`src/rtl/div_pkg.sv`:
```
// Shared types and constants for the multi-cycle MIPS32 DIV/DIVU unit.
// Latency: n/a (declarations only).
// Backpressure: n/a.
package div_pkg;

    localparam int          DIV_WIDTH     = 32;
    localparam int          DIV_ITER      = 32;
    localparam logic [31:0] DIV0_QUOTIENT = 32'hFFFF_FFFF;

    typedef enum logic [1:0] {
        ST_IDLE = 2'd0,
        ST_RUN  = 2'd1,
        ST_FIX  = 2'd2,
        ST_DONE = 2'd3
    } div_state_e;

    // Magnitude of a two's complement operand; passes the value through when
    // the operation is unsigned. 0x8000_0000 maps to itself, which is the
    // correct unsigned magnitude.
    function automatic logic [31:0] mag32(input logic [31:0] v, input logic sgn);
        return (sgn && v[31]) ? (~v + 32'd1) : v;
    endfunction

endpackage

```
`src/rtl/bit32_subtractor.sv`:
```
// 32-bit unsigned subtractor: diff = a - b, borrow set when a < b.
// Latency: combinational.
// Backpressure: none.
module bit32_subtractor (
    input  logic [31:0] a,
    input  logic [31:0] b,
    output logic [31:0] diff,
    output logic        borrow
);

    assign {borrow, diff} = {1'b0, a} - {1'b0, b};

endmodule

```
`src/rtl/div_trial_sub.sv`:
```
// Restoring-division trial subtract of a 33-bit shifted remainder by a 32-bit divisor.
// Latency: combinational.
// Backpressure: none.
module div_trial_sub (
    input  logic [32:0] minuend,
    input  logic [31:0] divisor,
    output logic [31:0] diff,
    output logic        borrow
);

    logic lo_borrow;

    bit32_subtractor u_lo (
        .a      (minuend[31:0]),
        .b      (divisor),
        .diff   (diff),
        .borrow (lo_borrow)
    );

    // Bit 32 of the subtrahend is zero, so the top stage only absorbs the low
    // borrow. When no borrow comes out, bit 32 of the difference is zero (the
    // result is below the divisor), so only the low 32 bits are returned.
    assign borrow = ~minuend[32] & lo_borrow;

endmodule

```
`src/rtl/bit32_divider.sv`:
```
// Restoring shift/subtract divider for DIV and DIVU, one quotient bit per clock.
// Latency: done 34 cycles after start is presented (2 cycles for divide by zero).
// Backpressure: start is ignored while busy; the pipeline stalls on busy.
module bit32_divider
    import div_pkg::*;
#(
    parameter int WIDTH = DIV_WIDTH
) (
    input  logic             clk,
    input  logic             rst,
    input  logic             start,
    input  logic             is_signed,
    input  logic [WIDTH-1:0] a,
    input  logic [WIDTH-1:0] b,
    output logic [WIDTH-1:0] quotient,
    output logic [WIDTH-1:0] remainder,
    output logic             busy,
    output logic             done,
    output logic             div_by_zero
);

    div_state_e       state;
    logic [4:0]       cnt;
    // Restored partial remainder; always below the divisor, so 32 bits hold it.
    // The 33rd bit only exists transiently in the shifted trial value.
    logic [WIDTH-1:0] prem;
    // Dividend magnitude shifting out at the top while quotient bits shift in.
    logic [WIDTH-1:0] dvd;
    logic [WIDTH-1:0] dvs;
    logic [WIDTH-1:0] a_raw;
    logic             q_neg;
    logic             r_neg;
    logic             dz;

    logic [WIDTH:0]   prem_sh;
    logic [WIDTH-1:0] trial_diff;
    logic             trial_borrow;

    assign prem_sh = {prem, dvd[WIDTH-1]};

    div_trial_sub u_trial (
        .minuend (prem_sh),
        .divisor (dvs),
        .diff    (trial_diff),
        .borrow  (trial_borrow)
    );

    assign busy = (state != ST_IDLE);
    assign done = (state == ST_DONE);

    // Sequencer: operand capture, 32 restoring iterations, sign fix-up and result hold.
    always_ff @(posedge clk) begin
        if (rst) begin
            state       <= ST_IDLE;
            cnt         <= 5'd0;
            prem        <= '0;
            dvd         <= '0;
            dvs         <= '0;
            a_raw       <= '0;
            q_neg       <= 1'b0;
            r_neg       <= 1'b0;
            dz          <= 1'b0;
            quotient    <= '0;
            remainder   <= '0;
            div_by_zero <= 1'b0;
        end else begin
            case (state)
                ST_IDLE: begin
                    if (start) begin
                        a_raw       <= a;
                        dvd         <= mag32(a, is_signed);
                        dvs         <= mag32(b, is_signed);
                        q_neg       <= is_signed & (a[WIDTH-1] ^ b[WIDTH-1]);
                        r_neg       <= is_signed & a[WIDTH-1];
                        prem        <= '0;
                        cnt         <= 5'd0;
                        dz          <= (b == '0);
                        div_by_zero <= 1'b0;
                        state       <= (b == '0) ? ST_FIX : ST_RUN;
                    end
                end
                ST_RUN: begin
                    // No borrow: divisor fits, keep the difference and emit a 1.
                    prem <= trial_borrow ? prem_sh[WIDTH-1:0] : trial_diff;
                    dvd  <= {dvd[WIDTH-2:0], ~trial_borrow};
                    cnt  <= cnt + 5'd1;
                    if (cnt == 5'(DIV_ITER - 1)) begin
                        state <= ST_FIX;
                    end
                end
                ST_FIX: begin
                    if (dz) begin
                        quotient    <= DIV0_QUOTIENT;
                        remainder   <= a_raw;
                        div_by_zero <= 1'b1;
                    end else begin
                        // Truncating division: quotient sign from both operands,
                        // remainder sign follows the dividend.
                        quotient  <= q_neg ? (~dvd + 32'd1) : dvd;
                        remainder <= r_neg ? (~prem + 32'd1) : prem;
                    end
                    state <= ST_DONE;
                end
                ST_DONE: begin
                    state <= ST_IDLE;
                end
                default: begin
                    state <= ST_IDLE;
                end
            endcase
        end
    end

endmodule

```
`config.mk`:
```
export PLATFORM = sky130hd
export DESIGN_NAME = bit32_divider
export DESIGN_NICKNAME = d
export VERILOG_FILES = /design/src/rtl/div_pkg.sv /design/src/rtl/bit32_subtractor.sv /design/src/rtl/div_trial_sub.sv /design/src/rtl/bit32_divider.sv
export SDC_FILE = /design/constraint.sdc
export NUM_CORES = 1
export LEC_CHECK = 0
export CAP_MARGIN = 25
export CORE_AREA = 2 2 196 198
export CTS_CLUSTER_DIAMETER = 30
export CTS_CLUSTER_SIZE = 10
export DETAILED_ROUTE_END_ITERATION = 10
export DIE_AREA = 0 0 198 200
export SLEW_MARGIN = 15
export SYNTH_ARGS = -nofsm -noshare
export SYNTH_HDL_FRONTEND = slang
export SYNTH_HIERARCHICAL = 1
export SYNTH_SLANG_ARGS = --single-unit
```
`constraint.sdc`:
```
create_clock -name clk -period 5.75 [get_ports clk]
set_input_delay 0.575 -clock clk [delete_from_list [all_inputs] [get_ports clk]]
set_output_delay 0.575 -clock clk [all_outputs]
set_load 0.01 [all_outputs]
```
==> results of run 1 <==
[cell usage after synthesis, drive strengths merged (4+ instances only)]
master and n:
nand2 180, xor2 65, o21a 8, nand4 19
a41oi 8, a21o 15, o211ai 15, or2 6
nor3 34, a22oi 4, a311oi 13, o21bai 4
ha 42, buf 22, and3 14, and2 8
nor4 24, o31ai 24, o22ai 15, nand3 30
a21boi 6, nand2b 16, xnor2 56, a31oi 27
o21ai 86, or3 23, dfxtp 203, inv 74
clkbuf 105, a221oi 12, o311a 5, nor2b 9
or4 13, o311ai 7, a21oi 150, o41ai 23
a211oi 50, nor2 177, nor3b 6, mux2i 52
[registers in the layout (all words and copies together) (netlist names)]
| register | cells |
|---|---|
| quotient | 32 |
| a_raw | 32 |
| remainder | 32 |
| r_neg | 1 |
| div_by_zero | 1 |
| prem | 32 |
| cnt | 5 |
| dvd | 32 |
| q_neg | 1 |
| state | 2 |
| dvs | 32 |
| dz | 1 |
[area by class of cell]
cell class	count	share of cell area [%]
inverter	74	1.67
multi-input combinational	1286	49.1
sequential	203	24.4
timing repair buffer	154	8.97
clock inverter	29	2.83
clock buffer	70	9.16
antenna	2	0.0301
tap	511	3.84
[per-layer routing]
metal  GRT usage, %  part of all wire, %  vias up  wire length (um)
li1               -                    -     6300                 -
met1           28.3                   45     6045             19500
met2           36.8                   46      458             20000
met3           3.66                  6.0       85              2590
met4           7.10                  2.8        0              1210
met5              0                    0        -                 0
[cell families (layout without fill, tap and decap cells)]
logic type	Yosys count	count (layout)
AND/OR/NAND/NOR	568	568
AO/OA/AOI/OAI	500	500
flip-flops	203	203
buffers and inverters	201	327
XOR/XNOR	121	121
multiplexers	54	54
adder cells (fa/ha/maj)	43	43
other	0	2
[cell usage in the layout (no fill, tap or decap), types with 41 or more instances in the layout]
cell type	n
mux2i_1	52
a21oi_1	148
clkdlybuf4s50_1	133
inv_1	73
clkbuf_16	56
xor2_1	65
nor2_1	176
nand2_1	179
o21ai_0	81
ha_1	41
a211oi_1	49
dfxtp_1	202
xnor2_1	56
[worst max-delay path: stages, from the launching register on]
cell and delay [ps]:
dfxtp_1 510, ha_1 350, a21o_1 220, a21o_1 200, o21ba_1 220, a211o_1 390, a21oi_1 250, nand2_1 80
a31oi_1 180, nor2b_4 490, buf_4 420, mux2i_1 240, nor2_1 60, a21oi_1 120, nor2_1 50
[power by group]
part | total [uW] | leakage, uW | internal [uW] | switching (uW)
clock | 3270 | 0.000961 | 2310 | 957
combinational | 2890 | 0.00377 | 1120 | 1770
sequential | 2030 | 0.00166 | 1740 | 296
total | 8190 | 0.00639 | 5170 | 3030
[metrics by stage]
stage	worst slack, ps	hold slack (ps)	total power (uW)	util, %	std cells
5_1_grt	1520	436	8660	44.5	2329
6_report	1810	413	8190	44.5	2329
3_3_place_gp	1980	436	4890	39.1	2228
2_1_floorplan	2330	425	3930	-	1690
3_5_place_dp	1870	444	4930	39.1	2228
4_1_cts	1840	399	8230	44.5	2327
[worst max path at each step]
stage,from,end,slack [ps],depth (start not counted)
floorplan,prem[1],prem[0],2330,15
global placement,prem[3],prem[1],1980,14
detailed placement,prem[3],prem[14],1870,14
CTS,prem[3],prem[14],1840,14
global route,prem[3],prem[11],1520,14
finish,prem[3],prem[11],1810,14
==> impl_metrics.env, run 1 <==
export IMPL_status="finished, final reports clean"
export IMPL_cts_reportedPaths_clkPinSlew_ps=40
export IMPL_dr_pass1_iters=5
export IMPL_finalWirelength_um=43300
export IMPL_setup_tns_ps=0
export IMPL_reg2reg_from="prem[3]"
export IMPL_rrSetupSlack_ps=1810
export IMPL_synth_top_area_share_pct=31.3
export IMPL_io_pins=135
export IMPL_ctsLongestPathBuffers=3
export IMPL_hold_start="rst"
export IMPL_synthTopCellsByArea="dfxtp_1 31%, a21oi_1 5.7%, nand2_1 5.2%"
export IMPL_ys_seq_area_share_pct=31.3
export IMPL_die_h_um=200
export IMPL_clk_root_buffer_cell="clkbuf_16"
export IMPL_coreArea_sq_mm=0.0374
export IMPL_r2r_cells=14
export IMPL_htreeDepth=2
export IMPL_synth_cell_types=82
export IMPL_min_path_type="in2reg"
export IMPL_antenna_found_initial=2
export IMPL_postCtsSetupBuffers=0
export IMPL_leakagePower_uw=0.00639
export IMPL_synth_edff_count=0
export IMPL_avgSynthCellArea_sq_um=7.69
export IMPL_grt_pass1_vias=12292
export IMPL_grtUsageTotal_pct=21.8
export IMPL_vias_per_cell=5.53
export IMPL_initial_core_util_pct=34.7
export IMPL_syn_num_nets=1801
export IMPL_crit_path_max_fanout=19
export IMPL_max_slew_margin_pct=28.3
export IMPL_numPortBuffers=134
export IMPL_muxShareOfSynthArea_pct=4.18
export IMPL_grt_pass1_wl_um=68800
export IMPL_ctsHoldBuffers=0
export IMPL_cts_repair_resized=0
export IMPL_vias=12888
export IMPL_skew_ps=26.1
export IMPL_worstHoldEndpoint="cnt[1]"
export IMPL_crit_arrival_ps=4350
export IMPL_final_antenna_net_count=0
export IMPL_clock_latency_ps=580
export IMPL_ys_ff_latch=203
export IMPL_synthCells=1690
export IMPL_synth_xor_area_share_pct=8.16
export IMPL_multi_input_area_sq_mm=0.00816
export IMPL_yosys_warnings=6
export IMPL_synth_adder_area_share_pct=4.20
export IMPL_synth_compound_area_share_pct=25.4
export IMPL_fillers=3774
export IMPL_synthFlopType="dfxtp_1"
export IMPL_tightest_slew_ps=1060
export IMPL_hold_viol=0
export IMPL_grt_setup_unrepaired="false"
export IMPL_crit_required_ps=6160
export IMPL_p_per_area_mw_per_mm2=492
export IMPL_post_drt_wl_per_cell_um=18.6
export IMPL_die_area_sq_mm=0.0396
export IMPL_fmax_mhz=254
export IMPL_die_w_um=198
export IMPL_globalplace_congestion=0.862
export IMPL_ir_drop_mv=0.265
export IMPL_numCtsBuffers=55
export IMPL_r2r_end="prem[11]"
export IMPL_synth_top_family_by_area="compound AO/OA/AOI/OAI gates"
export IMPL_clkSinkCount=203
export IMPL_post_dp_cell_area_sq_mm=0.0146
export IMPL_setup_viol_count_final=0
export IMPL_period_share_pct=68.5
export IMPL_fin_crit_ps=3940
export IMPL_rows=71
export IMPL_post_route_cell_area_sq_mm=0.0166
export IMPL_drive_gt1_share_pct=8.31
export IMPL_post_synth_instance_area_sq_mm=0.0130
export IMPL_start_kind="flop"
export IMPL_crit_type="reg2reg"
export IMPL_drc=0
export IMPL_gr_total_overflow=0
export IMPL_async_reset_ff_share_pct=0
export IMPL_grt_max_degree=69
export IMPL_synthToLayoutAreaGrowth_pct=28.1
export IMPL_maxCapViolations=0
export IMPL_nets=1885
export IMPL_crit_path_end_kind="flop"
export IMPL_slew_violations=0
export IMPL_hpwl_um=32100
export IMPL_regArea_sq_mm=0.00407
export IMPL_synth_top_area_cell="dfxtp_1"
export IMPL_drt_initial_drc_count=949
export IMPL_min_path_cells=2
export IMPL_synth_simple_area_share_pct=20.7
export IMPL_cts_tree="yes"
Note: power is estimated with default switching activity, not from simulation.
==> inputs of run 2 (changes only) <==
clock period = 3.9 ns   (was 5.75 ns; I/O delays follow)
==> run 2 against run 1 <==
Wire length rose by 0.57%. Largest power group unchanged. Critical path type unchanged. Register-to-register slack got worse by 1500 ps. Cell area rose by 2.4%. Critical endpoint is now prem[8].
==> impl_metrics.env, run 2 (synthesis results as in run 1) <==
export IMPL_slew_violations=0
export IMPL_antenna_found_initial=0
export IMPL_vias=12981
export IMPL_hpwl_um=32000
export IMPL_grt_max_degree=131
export IMPL_grt_setup_unrepaired="false"
export IMPL_crit_path_max_fanout=26
export IMPL_synthToLayoutAreaGrowth_pct=31.1
export IMPL_grtUsageTotal_pct=21.8
export IMPL_leakagePower_uw=0.00662
export IMPL_clkSinkCount=203
export IMPL_cts_reportedPaths_clkPinSlew_ps=50
export IMPL_max_slew_margin_pct=34.4
export IMPL_crit_type="reg2reg"
export IMPL_globalplace_congestion=0.865
export IMPL_r2r_cells=14
export IMPL_final_antenna_net_count=0
export IMPL_p_per_area_mw_per_mm2=742
export IMPL_drc=0
export IMPL_hold_viol=0
export IMPL_grt_pass1_wl_um=68700
export IMPL_die_area_sq_mm=0.0396
export IMPL_finalWirelength_um=43600
export IMPL_numPortBuffers=134
export IMPL_htreeDepth=2
export IMPL_cts_tree="yes"
export IMPL_die_h_um=200
export IMPL_gr_total_overflow=0
export IMPL_maxCapViolations=0
export IMPL_drt_initial_drc_count=1109
export IMPL_rows=71
export IMPL_drive_gt1_share_pct=10.1
export IMPL_multi_input_area_sq_mm=0.00816
export IMPL_p_total_uw=12600
export IMPL_r2r_end="prem[8]"
export IMPL_crit_required_ps=4310
export IMPL_rrSetupSlack_ps=340
export IMPL_crit_path_end_kind="flop"
export IMPL_clock_latency_ps=550
export IMPL_fillers=3645
export IMPL_start_kind="flop"
export IMPL_min_path_type="in2reg"
export IMPL_ctsHoldBuffers=0
export IMPL_numCtsBuffers=55
export IMPL_vias_per_cell=5.51
export IMPL_skew_ps=19.3
export IMPL_clk_root_buffer_cell="clkbuf_16"
export IMPL_regArea_sq_mm=0.00407
export IMPL_tightest_slew_ps=981
export IMPL_coreArea_sq_mm=0.0374
export IMPL_final_common_cell="dfxtp_1"
export IMPL_crit_end="prem[8]"
export IMPL_period_share_pct=91.3
export IMPL_grt_pass1_vias=12330
export IMPL_cts_repair_resized=0
export IMPL_fin_crit_ps=3560
export IMPL_io_pins=135
export IMPL_fmax_mhz=281
export IMPL_ctsLongestPathBuffers=3
export IMPL_reg2reg_from="prem[3]"
export IMPL_setup_tns_ps=0
export IMPL_dr_pass1_iters=5
export IMPL_crit_start="prem[3]"
export IMPL_post_drt_wl_per_cell_um=18.5
export IMPL_layout_common_cells="202 x dfxtp_1, 179 x nand2_1, 176 x nor2_1, 148 x a21oi_1, 133 x clkdlybuf4s50_1"
export IMPL_initial_core_util_pct=34.7
export IMPL_setup_viol_count_final=0
export IMPL_nets=1909
export IMPL_postCtsSetupBuffers=0
export IMPL_crit_arrival_ps=3970
export IMPL_die_w_um=198
export IMPL_ir_drop_mv=0.416
export IMPL_status="finished, final reports clean"
export IMPL_antenna_cells=0
## run 2: cell count changes in the layout (fill, tap and decap cells not counted), moves of 2 or more
cell / delta
buf_12: +2
diode_2: -2
clkinv_4: +2
buf_4: +22
inv_6: +4
bufinv_16: +8
clkbuf_1: -6
## run 2: where the power goes
group | switching, uW | total (uW) | internal, uW
clock network | 1410 | 5300 | 3890
logic | 2640 | 4330 | 1690
registers | 438 | 3000 | 2560
## run 2: worst min-delay path by stage
stage          depth (start not counted)      start        end  slack, ps
5_1_grt                                2        rst   prem[23]        280
3_5_place_dp                           2  a_raw[20]  a_raw[20]        450
6_report                               2        rst   prem[28]        270
3_3_place_gp                           2    dvs[26]    dvs[26]        440
2_1_floorplan                          2    dvs[16]    dvs[16]        430
4_1_cts                                2        rst   prem[15]        250
## run 2: critical path, stage by stage, from the launching register on
cell     delay [ps]
dfxtp_1         480
ha_1            340
a21o_1          210
a21o_1          190
o21ba_1         210
a211o_1         390
a21oi_1         230
nand2_1          80
a31oi_1         170
nor2b_4         350
buf_12          260
mux2i_1         230
nor2_1           60
a21oi_1         140
nor2_1           50
## run 2: final cells by class
| cell class | instances | share of cell area, % |
|---|---|---|
| well taps | 511 | 3.75 |
| multi-input cells | 1286 | 47.9 |
| repair buffers | 178 | 9.97 |
| flip-flops and latches | 203 | 23.9 |
| clock buffers | 63 | 8.67 |
| clock inverters | 41 | 4.17 |
| inverters | 74 | 1.63 |
## run 2: stage by stage
stage	util (%)	cells	setup slack [ps]	hold WS, ps	area, sq um
detailed placement	39.7	2252	373	447	14800
finish	45.5	2356	340	270	17000
global route	45.5	2356	79.4	277	17000
CTS	45.5	2356	344	253	17000
global placement	39.7	2252	452	438	14800
floorplan	-	1690	477	425	13000
## run 2: layer usage
| metal | GRT usage, % | share of wire (%) | up-vias |
|---|---|---|---|
| met5 | 0 | 0 | - |
| met4 | 6.35 | 2.2 | 0 |
| met3 | 3.46 | 6.2 | 68 |
| met2 | 37.5 | 47 | 432 |
| met1 | 28.2 | 44 | 6119 |
| li1 | - | - | 6362 |
